File: src/rtl/pixel_byte_packer.sv
// Packs an R,G,B byte stream into 24-bit pixels for the pixel buffer and tracks
// column/line position within a frame, flagging start-of-frame framing errors.
module pixel_byte_packer #(
  parameter int unsigned LINE_WIDTH  = 1280,
  parameter int unsigned FRAME_LINES = 720,
  parameter int unsigned COL_W       = 11,
  parameter int unsigned LINE_W      = 10
) (
  input  logic              clk,
  input  logic              rst,
  input  logic [7:0]        byteIn,
  input  logic              byteValid,
  input  logic              sofIn,
  output logic              byteReady,
  input  logic              bufferFull,
  output logic              writeEn,
  output logic [23:0]       pixelRGB,
  output logic [COL_W-1:0]  pixelAddress,
  output logic [LINE_W-1:0] lineCount,
  output logic              eolPulse,
  output logic              eofPulse,
  output logic              frameError,
  input  logic              errClear
);

  localparam logic [COL_W-1:0]  LAST_COL  = COL_W'(LINE_WIDTH - 1);
  localparam logic [LINE_W-1:0] LAST_LINE = LINE_W'(FRAME_LINES - 1);

  typedef enum logic [1:0] {
    WAIT_SOF = 2'd0,
    GOT_R    = 2'd1,
    GOT_G    = 2'd2,
    EXPECT_R = 2'd3
  } state_t;

  state_t             state, stateNext;
  logic               pending, pendingNext;
  logic [7:0]         rReg, gReg, rNext, gNext;
  logic [23:0]        pixelNext;
  logic [COL_W-1:0]   addrNext, advAddr;
  logic [LINE_W-1:0]  lineNext, advLine;
  logic               errNext;
  logic               accept, lastCol, lastLine, sofLegal;

  // State and datapath registers
  always_ff @(posedge clk or posedge rst) begin
    if (rst) begin
      state        <= WAIT_SOF;
      pending      <= 1'b0;
      rReg         <= 8'd0;
      gReg         <= 8'd0;
      pixelRGB     <= 24'd0;
      pixelAddress <= '0;
      lineCount    <= '0;
      frameError   <= 1'b0;
    end else begin
      state        <= stateNext;
      pending      <= pendingNext;
      rReg         <= rNext;
      gReg         <= gNext;
      pixelRGB     <= pixelNext;
      pixelAddress <= addrNext;
      lineCount    <= lineNext;
      frameError   <= errNext;
    end
  end

  // Handshake, write strobe, position advance and next-state logic
  always_comb begin
    byteReady = !(pending && bufferFull);
    writeEn   = pending && !bufferFull;
    accept    = byteValid && byteReady;
    lastCol   = (pixelAddress == LAST_COL);
    lastLine  = (lineCount == LAST_LINE);
    eolPulse  = writeEn && lastCol;
    eofPulse  = eolPulse && lastLine;

    // Position after this cycle's write; also the position of a pixel completed now
    advAddr = pixelAddress;
    advLine = lineCount;
    if (writeEn) begin
      if (lastCol) begin
        advAddr = '0;
        advLine = lastLine ? '0 : lineCount + LINE_W'(1);
      end else begin
        advAddr = pixelAddress + COL_W'(1);
      end
    end

    sofLegal    = (state == WAIT_SOF) ||
                  ((state == EXPECT_R) && (advAddr == '0) && (advLine == '0));
    stateNext   = state;
    pendingNext = pending && !writeEn;
    rNext       = rReg;
    gNext       = gReg;
    pixelNext   = pixelRGB;
    addrNext    = advAddr;
    lineNext    = advLine;
    errNext     = frameError && !errClear;

    if (accept) begin
      if (sofIn && !sofLegal) begin
        // Resynchronise on the unexpected SOF: this byte starts a new pixel at (0,0)
        errNext   = 1'b1;
        rNext     = byteIn;
        stateNext = GOT_R;
        addrNext  = '0;
        lineNext  = '0;
      end else begin
        unique case (state)
          WAIT_SOF: begin
            if (sofIn) begin
              rNext     = byteIn;
              stateNext = GOT_R;
            end
          end
          GOT_R: begin
            gNext     = byteIn;
            stateNext = GOT_G;
          end
          GOT_G: begin
            pixelNext   = {rReg, gReg, byteIn};
            pendingNext = 1'b1;
            stateNext   = ((advAddr == LAST_COL) && (advLine == LAST_LINE)) ? WAIT_SOF
                                                                           : EXPECT_R;
          end
          EXPECT_R: begin
            rNext     = byteIn;
            stateNext = GOT_R;
          end
          default: stateNext = WAIT_SOF;
        endcase
      end
    end
  end

endmodule

File: config.mk
export PLATFORM = sky130hd
export DESIGN_NAME = pixel_byte_packer
export DESIGN_NICKNAME = d
export VERILOG_FILES = /design/src/rtl/pixel_byte_packer.sv
export SDC_FILE = /design/constraint.sdc
export NUM_CORES = 1
export LEC_CHECK = 0
export CORE_UTILIZATION = 57
export DETAILED_ROUTE_END_ITERATION = 7
export HOLD_SLACK_MARGIN = 0.03
export PLACE_DENSITY = 0.86
export SETUP_SLACK_MARGIN = 0.15
export SYNTH_ARGS = -nofsm -noshare
export SYNTH_HDL_FRONTEND = slang
export SYNTH_SLANG_ARGS = --single-unit
File: constraint.sdc
create_clock -name clk -period 6.1 [get_ports clk]
set_clock_uncertainty 0.05 [all_clocks]
set_input_delay 0.915 -clock clk [delete_from_list [all_inputs] [get_ports clk]]
set_output_delay 0.915 -clock clk [all_outputs]
set_load 0.02 [all_outputs]
# [After elaboration in Yosys (flattened, before gate mapping)]
# Cells that the tools add are included.
[totals] register_bits=65 inputBits=14 word_cells=65
[op_classes] add_sub_neg=2 eq_ne=8 n_mux=21 bitwise_logic=1 n_reduce_logical=25
[ops] op="10-bit two-way mux" count=5
[ops] op="11-bit two-way mux" count=4
[ops] op="11-bit equality test, second input constant" count=2
[ops] op="10-bit equality test, second input constant" count=2
[ops] op="8-bit two-way mux" count=2
[ops] op="8-bit one-hot mux with 2 select lines" count=1
[ops] op="11-bit by 1-bit adder with 11-bit output, second input constant" count=1
[ops] op="1-bit logical AND" count=11
[ops] op="11-bit zero test" count=1
[ops] op="10-bit by 1-bit adder with 10-bit output, second input constant" count=1
[ops] op="10-bit zero test" count=1
[ops] op="3-bit AND reduction" count=3
[ops] op="2-bit one-hot mux with 4 select lines" count=1
[ops] op="2-bit two-way mux" count=3
[ops] op="1-bit zero test" count=5
[ops] op="1-bit two-way mux" count=5
[ops] op="2-bit equality test, second input constant" count=2
[ops] op="3-bit by 2-bit inequality test with 1-bit output, second input constant" count=1
[ops] op="3-bit nonzero test" count=1
[ops] op="2-bit by 1-bit equality test with 1-bit output, second input constant" count=1
[ops] op="2-bit zero test" count=1
[ops] op="2-bit AND reduction" count=1
[ops] op="1-bit logical OR" count=1
[ops] op="1-bit NOT" count=1

# [Longest topological paths before layout]
[depth] ltp_word=11 mapped_depth=11 ltp_nobuf=9

# [Worst setup path before layout]
# Ideal clock, no wire load.
[synth_timing] kind="in2reg" startpoint="in bufferFull" endpoint="reg pixelRGB[12]" arrival_time_ns=3.387 required_ns=5.925 path_slack_ns=2.538 cell_stages=8 path_cell_list="nand3b_1 > or4_4 > or3_1 > xnor2_2 > nor4_1 > a21oi_4 > buf_6 > mux2_4"
[synth_via] elab_chain_len=11 word_cells_on_any_way=16
[synth_rtl] item="start: declaration" line_no="15" text="input logic bufferFull,"
[synth_rtl] item="1-bit zero test" line_no="71" text="writeEn = pending && !bufferFull;"
[synth_rtl] item="1-bit logical AND" line_no="71"
[synth_rtl] item="11-bit two-way mux" line_no="81" text="if (writeEn) begin"
[synth_rtl] item="11-bit zero test" line_no="91" text="((state == EXPECT_R) && (advAddr == '0) && (advLine == '0));"
[synth_rtl] item="1-bit logical AND (2 in a row)" line_no="91"
[synth_rtl] item="1-bit logical OR" line_no="90" text="sofLegal = (state == WAIT_SOF) ||"
[synth_rtl] item="1-bit zero test" line_no="102" text="if (sofIn && !sofLegal) begin"
[synth_rtl] item="1-bit logical AND" line_no="102"
[synth_rtl] item="1-bit NOT (no line)"
[synth_rtl] item="3-bit AND reduction (no line) *"
[synth_rtl] item="end signal: assignment" line_no="61" text="pixelRGB <= pixelNext;"
[synth_rtl] item="end: declaration" line_no="17" text="output logic [23:0] pixelRGB,"
# Mark *: on every way between the ends. The rest lies on a longest branch, timed or not.
# A chain may end at the register's enable or synchronous reset.

# [Final worst setup path]
[layout_timing] startpoint="in bufferFull" endpoint="reg pixelRGB[23]"
# The elaborated chain is that of the path after synthesis.

==> reports/results.ini <==
[power]
p_clk_frac = 0.219
ir_drop_mv = 0.322
switching_share = 0.336
seqPwrFrac = 0.393
switching_power_uw = 575
p_per_area_mw_per_mm2 = 396
combPwrFrac = 0.388
p_leak_nw = 1.85
internal-power_mw = 1.13

[global_route]
antenna_found_initial = 0
grt_pass1_vias = 2833
grt_overflow = 0
grt_pass1_wl_um = 13800
grt_usage = 0.283
grt_max_degree = 66

[place]
place.gp.congestion = 0.924
portBuffers = 63
dpl_cell_area_mm2 = 0.00412
hpwl_um = 5630

[clocking]
cts_tree = yes
clkSinkCount = 65
cts.reportedPaths.clkPinSlew_ns = 0.07
ctsHoldBuffers = 0
post_cts_buffers = 0
htreeDepth = 3
clk-insertion-delay-late_ns = 0.34
cts_buffer_depth = 2
cts_made_buffers = 9
cts_root_buf = clkbuf_8
ctsResizeCount = 0

[drt]
wire_per_inst_um = 18.2
vias = 2730
drtIter0Drc = 179
drc = 0
wl_um = 8250
first_pass_iters = 4
avgViaCountPerCell = 6.01
drtAntennaViolNets = 0

[setup_path]
crit_path_end_kind = flop
path_class = in -> reg
r2r_end = pixelRGB[23]
rrSetupSlack_ns = 1.84
required_ns = 6.27
startpoint_type = primary input
worst_ep_arrival_time_ns = 4.85
r2r_cells = 9
rr_startpoint = pixelAddress[1]
crit_fanout = 25

[hold_path]
hold_path_class = reg -> reg
min_from = frameError
hold_depth = 1
min_to = frameError

[logic_synthesis]
synthMuxAreaShare = 0.159
ys_ff_latch = 65
yosysUniqueCellTypes = 60
synth-simple-area-share = 0.193
yosysSeqAreaShare = 0.469
synthXorXnorAreaFrac = 0.0274
synthAdderAreaFrac = 0.0216
synth_nets = 334
synth_enable_flop_cells = 0
ys_warn_count = 0
synth_cells = 314
synth_top_family_by_area = simple AND/OR/NAND/NOR gates
synth_compound_area_frac = 0.0912
avgSynthCellArea_um2 = 11.1
async_reset_ff_frac = 1.00
ys.flop_type = dfrtp_1
synth_area_mm2 = 0.00347

[finish]
area_delta_synth_final_pct = 24.5
drive_gt1_frac = 0.185
final_area_mm2 = 0.00432
antenna_cells = 0
finalNetCount = 394

[die]
die_w_um = 80.0
dieArea_mm2 = 0.00641
rows = 28
start_util = 0.590
ioPinCount = 64
core_area_mm2 = 0.00589
dieHeight_um = 80.0

[timing]
rsz0062_at_grt = no
fmax_mhz = 214
timing.final.crit_period_ns = 4.68
maxSlewViolCount = 0
setup_violations = 0
worst_pin_slew_ns = 1.02
slew_headroom = 0.316
fin_crit_sh = 0.766
hold_viol = 0
holdWs_ns = 0.426
setup_tns_ns = 0

[status]
outcome = completed

[flow_run]
max_cap_violations = 0

[synthesized netlist by cell type (all sizes together) (2+ instances only)]
| master | count | area share |
|---|---|---|
| a211oi | 4 | 0.0087 |
| a21oi | 13 | 0.023 |
| a22o | 2 | 0.0050 |
| a22oi | 4 | 0.0087 |
| and2 | 2 | 0.0036 |
| and3 | 3 | 0.0054 |
| buf | 10 | 0.021 |
| clkbuf | 6 | 0.0068 |
| dfrtp | 65 | 0.47 |
| ha | 6 | 0.022 |
| inv | 11 | 0.012 |
| mux2 | 41 | 0.15 |
| mux2i | 2 | 0.0058 |
| nand2 | 22 | 0.024 |
| nand2b | 2 | 0.0036 |
| nand3 | 10 | 0.014 |
| nand3b | 5 | 0.011 |
| nand4 | 7 | 0.013 |
| nor2 | 25 | 0.027 |
| nor3 | 10 | 0.014 |
| nor3b | 2 | 0.0043 |
| nor4 | 12 | 0.026 |
| nor4b | 3 | 0.0076 |
| nor4bb | 2 | 0.0058 |
| o211ai | 2 | 0.0043 |
| o21a | 2 | 0.0043 |
| o21ai | 3 | 0.0043 |
| or2 | 2 | 0.0036 |
| or3 | 4 | 0.0072 |
| or4 | 4 | 0.0097 |
| xnor2 | 5 | 0.015 |
| xor2 | 5 | 0.013 |
[worst max-delay path by stage]
stage	startpoint	to	slack, ns	cells past startpoint
floorplan	bufferFull	pixelRGB[12]	2.54	8
global placement	bufferFull	pixelRGB[0]	1.28	9
detailed placement	bufferFull	pixelRGB[22]	1.14	9
CTS	bufferFull	pixelRGB[0]	1.47	9
global route	bufferFull	pixelRGB[0]	1.22	9
finish	bufferFull	pixelRGB[23]	1.42	9
[critical path: stages]
cell and delay [ns]:
clkdlybuf4s50_1 0.48, nand3b_1 0.31, or4_4 0.64, inv_1 0.39
nor4_1 0.12, a211oi_1 0.55, nor4_1 0.17, a21oi_4 0.84
mux2_2 0.42
[power groups by stage]
stage	logic (mW)	clock network, mW	registers, mW
2_1_floorplan	0.317	0	0.751
3_3_place_gp	0.636	0	0.667
3_5_place_dp	0.663	0	0.671
4_1_cts	0.669	0.382	0.672
5_1_grt	0.704	0.400	0.688
6_report	0.663	0.374	0.672
[state kept, by name, indices dropped and copies added, names as in the netlist]
| signal | flops |
|---|---|
| rReg | 8 |
| pending | 1 |
| pixelAddress | 11 |
| lineCount | 10 |
| state | 2 |
| gReg | 8 |
| pixelRGB | 24 |
| frameError | 1 |
[cells by family after synthesis]
group	Yosys count
AND/OR/NAND/NOR	120
flip-flops	65
AO/OA/AOI/OAI	43
multiplexers	43
buffers and inverters	27
XOR/XNOR	10
adder cells (fa/ha/maj)	6
[cells in the final DEF, fill, tap and decap left out, types with 3 or more instances in the layout]
cell type,instances
nor2_1,25
nand2_1,22
nor3_1,10
nor4b_1,3
nand3_1,10
inv_1,10
nand3b_1,5
nand4_1,7
clkdlybuf4s50_1,63
and3_1,3
a211oi_1,3
dfrtp_1,65
ha_1,6
mux2_2,22
or4_1,3
mux2_4,19
or3_1,4
clkbuf_8,9
xnor2_1,4
a21oi_1,11
a22oi_1,4
nor4_1,11
xor2_1,5
[stage by stage]
stage	total power [mW]	instances	utilization	worst slack, ns
after floorplan	1.07	314	-	2.54
after global placement	1.30	438	0.700	1.28
after detailed placement	1.33	438	0.700	1.14
after CTS	1.72	454	0.734	1.47
after global routing	1.79	454	0.734	1.22
final	1.71	454	0.734	1.42
[area by class of cell]
class	instances	area, um^2
multi-input cells	222	1710
flip-flops and latches	65	1630
fillers	424	1560
repair buffers	65	646
clock buffers	9	124
well taps	75	93.8
clock inverters	7	77.6
inverters	11	41.3
[per-layer routing]
layer / wire [um] / part of all wire / GRT usage
met1: 3430 / 0.42 / 0.350
met3: 458 / 0.056 / 0.0651
met4: 135 / 0.016 / 0.0946
met2: 4220 / 0.51 / 0.484
met5: 0 / 0 / 0
(Power assumes the default switching activity.)
